$ cat config.mk
export PLATFORM = sky130hd
export DESIGN_NAME = pipefft_r2sdf_bfly
export DESIGN_NICKNAME = d
export VERILOG_FILES = /design/src/rtl/pipefft_r2sdf_bfly.sv
export SDC_FILE = /design/constraint.sdc
export NUM_CORES = 1
export LEC_CHECK = 0
export ABC_AREA = 1
export BUFFER_PORTS_ARGS = -buffer_cell sky130_fd_sc_hd__buf_2
export CAP_MARGIN = 5
export CORE_MARGIN = 8
export CORE_UTILIZATION = 45
export DETAILED_ROUTE_END_ITERATION = 8
export PLACE_DENSITY = 0.67
export SETUP_SLACK_MARGIN = 0.1
export SYNTH_ARGS = -nofsm -noshare
export SYNTH_HDL_FRONTEND = slang
export SYNTH_SLANG_ARGS = --single-unit
$ cat constraint.sdc
create_clock -name clk -period 4.2 [get_ports clk]
set_clock_uncertainty 0.2 [all_clocks]
set_input_delay 0.42 -clock clk [delete_from_list [all_inputs] [get_ports clk]]
set_output_delay 0.42 -clock clk [all_outputs]
set_load 0.02 [all_outputs]
$ cat src/rtl/pipefft_r2sdf_bfly.sv
// Radix-2 single-path delay-feedback butterfly stage driving an external registered delay RAM.
// Optional halving with round/saturate is enabled by defining PIPEFFT_BFLY_SCALE_EN.
module pipefft_r2sdf_bfly #(
  parameter int DEPTH = 4,
  parameter int DW    = 34,
  parameter int AW    = $clog2(DEPTH)
) (
  input  logic            clk,
  input  logic            rst,
  input  logic            in_valid,
  input  logic            in_sof,
  input  logic [2*DW-1:0] in_data,
  output logic            out_valid,
  output logic            out_sof,
  output logic [2*DW-1:0] out_data,
  output logic            err,
  output logic [2*DW-1:0] ram_wD,
  output logic [AW-1:0]   ram_wAddr,
  output logic            ram_wEn,
  output logic [AW-1:0]   ram_rAddr,
  input  logic [2*DW-1:0] ram_rD
);

  typedef enum logic [1:0] {IDLE, FILL, BFLY, DRAIN} state_t;

  localparam logic [AW-1:0] LAST = AW'(DEPTH - 1);

`ifdef PIPEFFT_BFLY_SCALE_EN
  localparam logic signed [DW:0] SAT_MAX = {2'b00, {(DW-1){1'b1}}};
  localparam logic signed [DW:0] SAT_MIN = {2'b11, {(DW-1){1'b0}}};
`endif

  state_t          state_q, state_d;
  logic [AW-1:0]   cnt_q, cnt_d;
  logic [AW-1:0]   wptr_q, wptr_d;
  logic            pend_q, pend_d;
  logic            start, active, wr, emit, emit_sof, err_d;
  logic [2*DW-1:0] wr_data, emit_data, sum_w, diff_w;

  function automatic logic [DW-1:0] bf(input logic [DW-1:0] a, input logic [DW-1:0] b,
                                       input logic sub);
`ifdef PIPEFFT_BFLY_SCALE_EN
    logic signed [DW:0] r, rp, h;
    r  = sub ? ($signed({a[DW-1], a}) - $signed({b[DW-1], b}))
             : ($signed({a[DW-1], a}) + $signed({b[DW-1], b}));
    rp = r + 1;
    h  = rp >>> 1;
    return (h > SAT_MAX) ? SAT_MAX[DW-1:0] :
           (h < SAT_MIN) ? SAT_MIN[DW-1:0] : h[DW-1:0];
`else
    // low DW bits of the full-width result: plain two's-complement wrap
    return sub ? (a - b) : (a + b);
`endif
  endfunction

  assign sum_w  = {bf(ram_rD[2*DW-1:DW], in_data[2*DW-1:DW], 1'b0),
                   bf(ram_rD[DW-1:0],    in_data[DW-1:0],    1'b0)};
  assign diff_w = {bf(ram_rD[2*DW-1:DW], in_data[2*DW-1:DW], 1'b1),
                   bf(ram_rD[DW-1:0],    in_data[DW-1:0],    1'b1)};
  assign start  = in_valid & in_sof;

  always_comb begin
    state_d   = state_q;
    cnt_d     = cnt_q;
    pend_d    = pend_q;
    active    = 1'b0;
    wr        = 1'b0;
    wr_data   = in_data;
    emit      = 1'b0;
    emit_sof  = 1'b0;
    emit_data = ram_rD;
    err_d     = 1'b0;
    case (state_q)
      IDLE: begin
        if (start) begin
          state_d = FILL;
          cnt_d   = AW'(1);
          active  = 1'b1;
          wr      = 1'b1;
        end
      end
      FILL: begin
        if (!in_valid) begin
          err_d   = 1'b1;
          state_d = IDLE;
          cnt_d   = '0;
          pend_d  = 1'b0;
        end else begin
          active = 1'b1;
          wr     = 1'b1;
          err_d  = in_sof;
          emit   = pend_q;
          cnt_d  = cnt_q + AW'(1);
          if (cnt_q == LAST) begin
            state_d = BFLY;
            pend_d  = 1'b0;
          end
        end
      end
      BFLY: begin
        if (!in_valid) begin
          err_d   = 1'b1;
          state_d = IDLE;
          cnt_d   = '0;
          pend_d  = 1'b0;
        end else begin
          active    = 1'b1;
          wr        = 1'b1;
          wr_data   = diff_w;
          emit      = 1'b1;
          emit_sof  = (cnt_q == '0);
          emit_data = sum_w;
          err_d     = in_sof;
          cnt_d     = cnt_q + AW'(1);
          if (cnt_q == LAST) begin
            state_d = DRAIN;
            pend_d  = 1'b1;
          end
        end
      end
      DRAIN: begin
        active = 1'b1;
        emit   = 1'b1;
        // first drain cycle doubles as FILL slot 0 of a back-to-back frame
        if (cnt_q == '0 && start) begin
          state_d = FILL;
          cnt_d   = AW'(1);
          wr      = 1'b1;
        end else begin
          err_d = start;
          cnt_d = cnt_q + AW'(1);
          if (cnt_q == LAST) begin
            state_d = IDLE;
            pend_d  = 1'b0;
          end
        end
      end
      default: begin
        state_d = IDLE;
        cnt_d   = '0;
        pend_d  = 1'b0;
      end
    endcase
    wptr_d = active ? (wptr_q + AW'(1)) : wptr_q;
  end

  always_ff @(posedge clk) begin
    if (rst) begin
      state_q   <= IDLE;
      cnt_q     <= '0;
      wptr_q    <= '0;
      pend_q    <= 1'b0;
      out_valid <= 1'b0;
      out_sof   <= 1'b0;
      out_data  <= '0;
      err       <= 1'b0;
      ram_wEn   <= 1'b0;
      ram_wAddr <= '0;
      ram_wD    <= '0;
      ram_rAddr <= '0;
    end else begin
      state_q   <= state_d;
      cnt_q     <= cnt_d;
      wptr_q    <= wptr_d;
      pend_q    <= pend_d;
      out_valid <= emit;
      out_sof   <= emit_sof;
      out_data  <= emit ? emit_data : '0;
      err       <= err_d;
      ram_wEn   <= wr;
      ram_wAddr <= wptr_q;
      ram_wD    <= wr ? wr_data : '0;
      // two-cycle read latency: this address returns the entry written DEPTH cycles earlier
      ram_rAddr <= wptr_d + AW'(2);
    end
  end

endmodule

==> results.txt, run 1 <==
----------------------------------------------------
[Power]
  Leakage power figure ... 10.05 nW
  Net load switching power ... between 3 and 4 mW
  Proportion of total power due to net switching ... 47.63%
  Power Density ... ~370 nW/um2
  Clock power frac ... between 20% and 30%
  Sequential fraction of design power ... around 28%
  Worst IR drop on VDD ... 0.2957 mV
  Int Pwr ... 3.348 mW
  Combinational fraction of design power ... about 47%

[STA]
  Final clock period utilization by the worst path ... 67.93%
  Setup repair after global routing missed its margin ... false
  Normalized max-slew margin ... between 20% and 30%
  Highest achievable clock rate ... approximately 350 MHz
  Slew at the pin closest to its max-slew limit ... around 1.1 ns
  Final hold violation count ... 0
  Minimum clock period after layout ... between 2 and 3 ns
  Total Neg Setup Slack ... 0 ns
  Final setup violation count ... 0
  Fin worst setup slack ... about 1.3 ns
  Number of max-slew violations in the final report ... 0

[Floorplan]
  Number of standard-cell rows in the floorplan ... 66
  Core Footprint ... approximately 33,000 um2
  Die X ... ~200 um
  Die boundary height ... a little under 200 um
  Floorplan die area ... 39,250 um2
  I/O pin count ... roughly 280
  Initial cell density of the core ... 45.76%

[Finish]
  Most common library cell in the layout ignoring fill and taps ... nand2_1
  Final layout net count ... 3,101
  Fraction of final layout cells with drive strength greater than 1 ... about an eighth
  Area overhead of the layout relative to synthesis ... 14.95%
  Fill cell instance count of the final layout ... between 3,000 and 4,000
  Most frequent cells in the layout ... 632 x nand2_1, 484 x inv_1, 364 x nor2_1
  Post-route core utilization ... 52.60%

[Route]
  Antenna Nets Post-Route ... 0
  Number of vias in the routed layout ... ~17,000
  DRT Wirelength ... 60,530 um
  Mean routed wirelength per cell ... around 18 um
  DRC violation total after the first TritonRoute iteration ... approximately 1,400
  Number of detailed-routing iterations run before antenna repair ... 6
  Routed via count divided by cell count ... between 5 and 6
  Remaining DRCs ... 0

[CTS]
  Insertion delay to the later sink of the worst-skew pair ... between 0.4 and 0.5 ns
  Resize count post-CTS ... 0
  Number of buffers inserted during clock tree synthesis ... 17
  CTS hold repair buffers ... 0
  Postcts setup bufs ... 0
  Total number of clock tree sinks ... 150
  Clock slew at reported path FFs ... approximately 0.080 ns
  Max clock buf depth ... 2
  Count of H-tree levels built during CTS ... 4
  TritonCTS clock tree ... built
  Buffer type at the clock tree root ... clkbuf_16

[Logic synthesis]
  Largest cells by area after synthesis ... dfxtp_1 20%, nand2_1 16%, inv_1 12%
  Number of nets in the synthesized netlist ... roughly 2,900
  Register area share after synthesis ... between 20% and 30%
  Post-synthesis cell count ... around 2,600
  Average footprint of a synthesized cell ... between 5 and 6 um2
  Synth cell types ... 44
  Cell area after synthesis ... around 15,000 um2
  Largest area contributor in the synthesized netlist ... dfxtp_1
  Proportion of netlist area held by the largest area contributor ... 20.12%
  Number of synthesized register bits ... 150
  Warning count from the yosys run ... 0

[Setup path]
  Category of the worst setup path capture point ... flop
  Startpoint of the most critical register-to-register path ... state_q[0]$_SDFFE_PP0P_
  Beginning of the critical path ... state_q[0]$_SDFFE_PP0P_
  Arrival time reported for the critical path endpoint ... roughly 3.0 ns
  Maximum fanout encountered on the critical timing path ... 69
  Minimum setup slack among reg-to-reg paths ... approximately 1.3 ns
  Critical Path RT ... between 4 and 5 ns
  Setup Crit Path Kind ... reg -> reg
  Type of element launching the critical path ... flop

[Hold path]
  Startpoint of the most critical hold path ... in_data[0]
  Hold WC Path Type ... in -> reg

[Global route]
  Maximum number of pins on one net before global-route repair ... 94
  Total routing resource utilization after global routing ... between 30% and 40%
  Total gr overflow ... 0
  Number of global-route vias before repair ... between 15,000 and 20,000
  First-pass GRT wire length ... between 90,000 and 100,000 um
  Initial antenna violation count ... 1

[Placement]
  Count of input and output buffers ... between 200 and 300
  Worst slack, placed ... roughly 1.1 ns
  Final weighted congestion in routability-driven placement ... about 1.0
  Total half-perimeter wirelength after legalization and detailed placement ... roughly 50,000 um

[Outcome]
  Outcome ... complete, no violations

[Run]
  Max Cap Viol ... 0

----------------------------------------------------
worst paths after layout:
check	endpoint	cells after the start
max	ram_wD[48]$_SDFF_PP0_	8
min	ram_wD[0]$_SDFF_PP0_	3
max reg2reg	ram_wD[48]$_SDFF_PP0_	8
min reg2reg	ram_wAddr[1]$_SDFF_PP0_	2
per-stage QoR:
| step | hold WS [ns] | total power [mW] | instances | instance area, um2 |
|---|---|---|---|---|
| 5_1_grt | 0.04103 | 6.796 | 3274 | 17150 |
| 3_3_place_gp | 0.2243 | 4.751 | 3241 | 16560 |
| 6_report | 0.04408 | 6.394 | 3275 | 17160 |
| 4_1_cts | 0.02130 | 6.394 | 3273 | 17150 |
| 3_5_place_dp | 0.2385 | 4.773 | 3241 | 16560 |
| 2_1_floorplan | 0.2149 | 3.762 | 2593 | 14930 |
synthesized netlist by cell type (all sizes together):
library cell,instances
nand2,641
inv,490
nor2,368
a21oi,218
nand3,187
dfxtp,150
o21ai,146
ha,139
buf,67
xor2,49
nor3,29
o21bai,22
nand4,18
clkbuf,16
and2,10
o211ai,8
a31oi,6
a211oi,4
fa,4
o21a,4
nor4,3
o221ai,3
or2,3
a21boi,2
a21o,1
a221oi,1
a311oi,1
clkinv,1
o221a,1
xnor2,1
per-layer routing:
metal / global-route usage (%) / wire, um
met4: 17.95 / 3693
met1: 36.01 / 24870
met5: 0 / 0
met2: 51.58 / 28270
met3: 3.956 / 3696
logic make-up after synthesis:
family	synth area share (%)
flops	20.12
buf+inv	15.16
fa+ha+maj	12.19
compound gates	15.05
xor+xnor	2.934
simple gates	34.55
final cells by class:
class | instances | area (um2) | share of cell area (%)
antenna | 2 | 5.005 | 0.02917
clock buffer | 17 | 425.4 | 2.480
clock inverter | 15 | 170.2 | 0.9918
inverter | 491 | 1847 | 10.76
multi-input combinational | 1869 | 9667 | 56.34
sequential | 150 | 3003 | 17.50
tap | 442 | 553.0 | 3.223
timing repair buffer | 289 | 1486 | 8.664
sequential cells by signal, indices dropped and copies added, names as in the netlist:
name	count
ram_wAddr	2
out_valid	1
ram_rAddr	2
out_data	68
wptr_q	1
ram_wEn	1
pend_q	1
ram_wD	68
out_sof	1
cnt_q	2
err	1
state_q	2
critical path, cell delays in order, from the launching register on:
cell and delay, ns:
dfxtp_1 0.36, inv_1 0.10, ha_1 0.24, nand2_4 0.09, buf_4 0.60, buf_4 0.61, a21oi_1 0.13, o21ai_0 0.21
inv_1 0.08
power by group through the flow:
stage	clock network, mW	registers, mW	logic (mW)
finish	1.61	1.76	3.02
floorplan	0	2.07	1.69
global route	1.70	1.79	3.31
detailed placement	0	1.79	2.98
CTS	1.64	1.76	2.99
global placement	0	1.79	2.96
No activity file was read; power rests on OpenSTA's default activity.
==> run 2: changes to the inputs <==
ABC_AREA = 0   (was 1)
PLACE_DENSITY = 0.68   (was 0.67)
clock period = 2.7 ns   (was 4.2 ns; I/O delays follow)
==> results.txt, run 2 <==
----------------------------------------------------
[Hold path]
  Hold WC Path Type ... in -> reg
  Hold path depth ... 4 (+1)

[Logic synthesis]
  Commonest cells in the netlist ... 199 x a21oi_1, 157 x nor2_1, 150 x dfxtp_1
  Largest area contributor in the synthesized netlist ... dfxtp_1
  Largest cells by area after synthesis ... dfxtp_1 23%, ha_1 14%, a21oi_1 7.7%
  Proportion of register bits with asynchronous set or reset after synthesis ... 0% (unchanged)
  Leading cell type by number of instances after synthesis ... a21oi_1
  Register area share after synthesis ... 23.35% (+3.2 points)
  Synth Area in Compound Gates ... 27.96% (+13 points)
  Post-synthesis cell count ... 1,706 (-34%)
  Cell area after synthesis ... 12,860 um2 (-14%)
  Count of flip-flops with a built-in enable after synthesis ... 0 (unchanged)
  Average footprint of a synthesized cell ... 7.539 um2 (+31%)
  Main synth FF type ... dfxtp_1
  Synth cell types ... 91 (+110%)
  Combinational family with the most area after synthesis ... compound AO/OA/AOI/OAI gates
  Warning count from the yosys run ... 0 (unchanged)
  Simple logic cell fraction of the synthesized area ... 19.53% (-15 points)
  Xor-xnor portion of the synthesized cell area ... 6.333% (+3.4 points)
  Number of synthesized register bits ... 150 (unchanged)
  Arithmetic-cell share of the synthesized area counting full adders, half adders and majority gates ... 14.14% (+2.0 points)
  Number of nets in the synthesized netlist ... 1,989 (-31%)
  Proportion of netlist area held by the largest area contributor ... 23.35% (+3.2 points)
  Mux contribution to synthesized area ... 0.9922% (+0.99 points)

[Route]
  DRT Wirelength ... 53,200 um (-12%)
  Mean routed wirelength per cell ... 19.00 um (+2.8%)
  Number of detailed-routing iterations run before antenna repair ... 5 (-1)
  Antenna Nets Post-Route ... 0 (unchanged)
  Remaining DRCs ... 0 (unchanged)
  Number of vias in the routed layout ... 15,746 (-7.9%)
  Detailed-routing wirelength on met1 ... 21,660 um (-13%)
  Routed via count divided by cell count ... 5.624 (+7.7%)
  Met3 WL post-DR ... 4028 um (+9.0%)
  Top routing layer used ... met4
  Detail Route met2 WL ... 25,230 um (-11%)
  DRC violation total after the first TritonRoute iteration ... 1,436 (+0.63%)

[Global route]
  Maximum number of pins on one net before global-route repair ... 72 (-23%)
  Initial antenna violation count ... 2 (+1)
  First-pass GRT wire length ... 81,920 um (-11%)
  Number of global-route vias before repair ... 15,827 (-7.1%)
  Total gr overflow ... 0 (unchanged)
  Total routing resource utilization after global routing ... 29.66% (-0.61 points)

[Power]
  Power Density ... 415.2 nW/um2 (+11%)
  Leakage power figure ... 9.603 nW (-4.5%)
  Worst IR drop on VDD ... 0.3431 mV (+16%)
  Power after layout ... 8.399 mW (+31%)

[Placement]
  Worst slack, placed ... -0.7314 ns (-1.858 ns)
  Total half-perimeter wirelength after legalization and detailed placement ... 38,940 um (-22%)
  Count of input and output buffers ... 283 (unchanged)
  Final weighted congestion in routability-driven placement ... 0.9800 (-3.3%)

[Finish]
  Most frequent cells in the layout ... 400 x buf_4, 269 x buf_2, 172 x a21oi_1
  Most common library cell in the layout ignoring fill and taps ... buf_4
  Fraction of final layout cells with drive strength greater than 1 ... 37.90% (+25 points)
  Regs by FF count ... out_data x68, ram_wD x68
  Final layout net count ... 2,687 (-13%)
  Area overhead of the layout relative to synthesis ... 57.28%

[STA]
  Final hold violation count ... 0 (unchanged)
  Final hold slack ... 0.005519 ns (-0.03856 ns)
  Highest achievable clock rate ... between 300 and 400 MHz
  Slew at the pin closest to its max-slew limit ... 0.6356 ns (-0.4667 ns)
  Final setup violation count ... 2 (+2)
  Minimum clock period after layout ... between 2 and 3 ns
  Final clock period utilization by the worst path ... 107.3%
  Number of max-slew violations in the final report ... 0 (unchanged)
  Normalized max-slew margin ... 57.24% (+31 points)
  Total Neg Setup Slack ... -0.2237 ns (-0.2237 ns)
  Setup repair after global routing missed its margin ... true
  Fin worst setup slack ... -0.1978 ns (-1.545 ns)

[Setup path]
  Critical Path RT ... 2.86 ns (-1.48 ns)
  Number of buffers and inverters on the critical path ... 2 (-2)
  Slowest Stage Delay on Critical Path ... 0.44 ns (-0.17 ns)
  Category of the worst setup path capture point ... flop
  Setup Crit Path Kind ... in -> reg
  Cell family with most CP delay ... compound AO/OA/AOI/OAI gates
  Ordered cell list for the critical path ... buf_12 -> inv_12 -> ha_4 -> and2b_1 -> o211ai_1 -> a21oi_2 -> a2111oi_4 -> a2111oi_4 -> or3_4 -> a21oi_4 -> mux2_4 -> a221oi_2
  Maximum fanout encountered on the critical timing path ... 3 (-96%)
  Max stage delay cell, worst path ... a2111oi_4
  Number of cells traversed by the worst register-to-register path ... 7 (-1)
  Minimum setup slack among reg-to-reg paths ... 0.23 ns (-1.12 ns)
  Arrival time reported for the critical path endpoint ... 3.05 ns (+0.06 ns)
  Most prevalent standard cell on the critical path ... a2111oi_4
  Type of element launching the critical path ... primary input
  Worst path depth ... 12 (+4)

[Floorplan]
  Core Footprint ... 28,390 um2 (-13%)
  I/O pin count ... 284 (unchanged)
  Initial cell density of the core ... 45.30% (-0.46 points)
  Die boundary height ... 185.1 um (-6.6%)
  Floorplan die area ... 34,250 um2 (-13%)
  Die X ... 185.1 um (-6.6%)
  Number of standard-cell rows in the floorplan ... 62 (-6.1%)

[Outcome]
  Outcome ... finished, violations left
  Violations in the final reports ... setup timing

[CTS]
  Clock slew at reported path FFs ... 0.07 ns (about the same)
  Insertion delay to the later sink of the worst-skew pair ... 0.45 ns (-0.02 ns)
  Buffer type at the clock tree root ... clkbuf_16
  Number of buffers inserted during clock tree synthesis ... 17 (unchanged)
  Count of H-tree levels built during CTS ... 4 (unchanged)
  TritonCTS clock tree ... built
  Total number of clock tree sinks ... 150 (unchanged)
  Max clock buf depth ... 2 (unchanged)

[Run]
  Max Cap Viol ... 0 (unchanged)

----------------------------------------------------
## run 2: what timing repair did
action	in CTS	in global routing
hold endpoints to repair	94	0
buffers inserted	15	26
pin swaps	53	81
endpoints found under the setup margin	38	53
hold buffers	86	0
gates cloned	0	1
gates resized for setup	107	91
## run 2: metal layers
layer | up-vias | track usage (%)
met3 | 171 | 5.649
met1 | 7412 | 35.63
met2 | 737 | 50.58
li1 | 7426 | -
met4 | 0 | 13.73
met5 | - | 0
## run 2: final cells by class
class	count	area, um2
Fill cell	2208	8163
Clock inverter	9	130.1
Tap cell	384	480.5
Multi-Input combinational cell	1311	9961
Inverter	138	555.5
Clock buffer	20	446.7
Antenna cell	2	5.005
Timing Repair Buffer	786	5648
Sequential cell	150	3003
## run 2: report_power, final
part	internal, mW	total, mW	switching (mW)
registers	2.28	2.30	0.0212
clock network	1.46	2.50	1.04
logic	1.72	3.60	1.88
## run 2: cells by family (layout without fill, tap and decap cells)
family | count (synthesis) | after routing
flops | 150 | 150
compound gates | 543 | 543
simple gates | 520 | 520
buf+inv | 245 | 953
mux | 12 | 12
other cells | 0 | 2
fa+ha+maj | 143 | 143
xor+xnor | 93 | 93
## run 2: path summary, 6_finish.rpt
kind | endpoint | start
setup / recovery | out_data[31]$_SDFF_PP0_ | in_data[1]
hold / removal | out_data[25]$_SDFF_PP0_ | ram_rD[25]
setup reg to reg | ram_wD[48]$_SDFF_PP0_ | state_q[0]$_SDFFE_PP0P_
hold reg to reg | ram_wAddr[1]$_SDFF_PP0_ | wptr_q[1]$_SDFF_PP0_
## run 2: worst min-delay path, stage by stage
cell     delay, ns
buf_2         0.11
buf_4         0.13
nand2_1       0.05
a21oi_1       0.06
## run 2: per-stage QoR
step	cell area, um2	instances	utilization (%)
CTS	19650	2776	69.20
floorplan	13240	1706	-
finish	20230	2800	71.25
global route	20230	2800	71.25
global placement	17540	2647	61.77
detailed placement	17540	2647	61.77
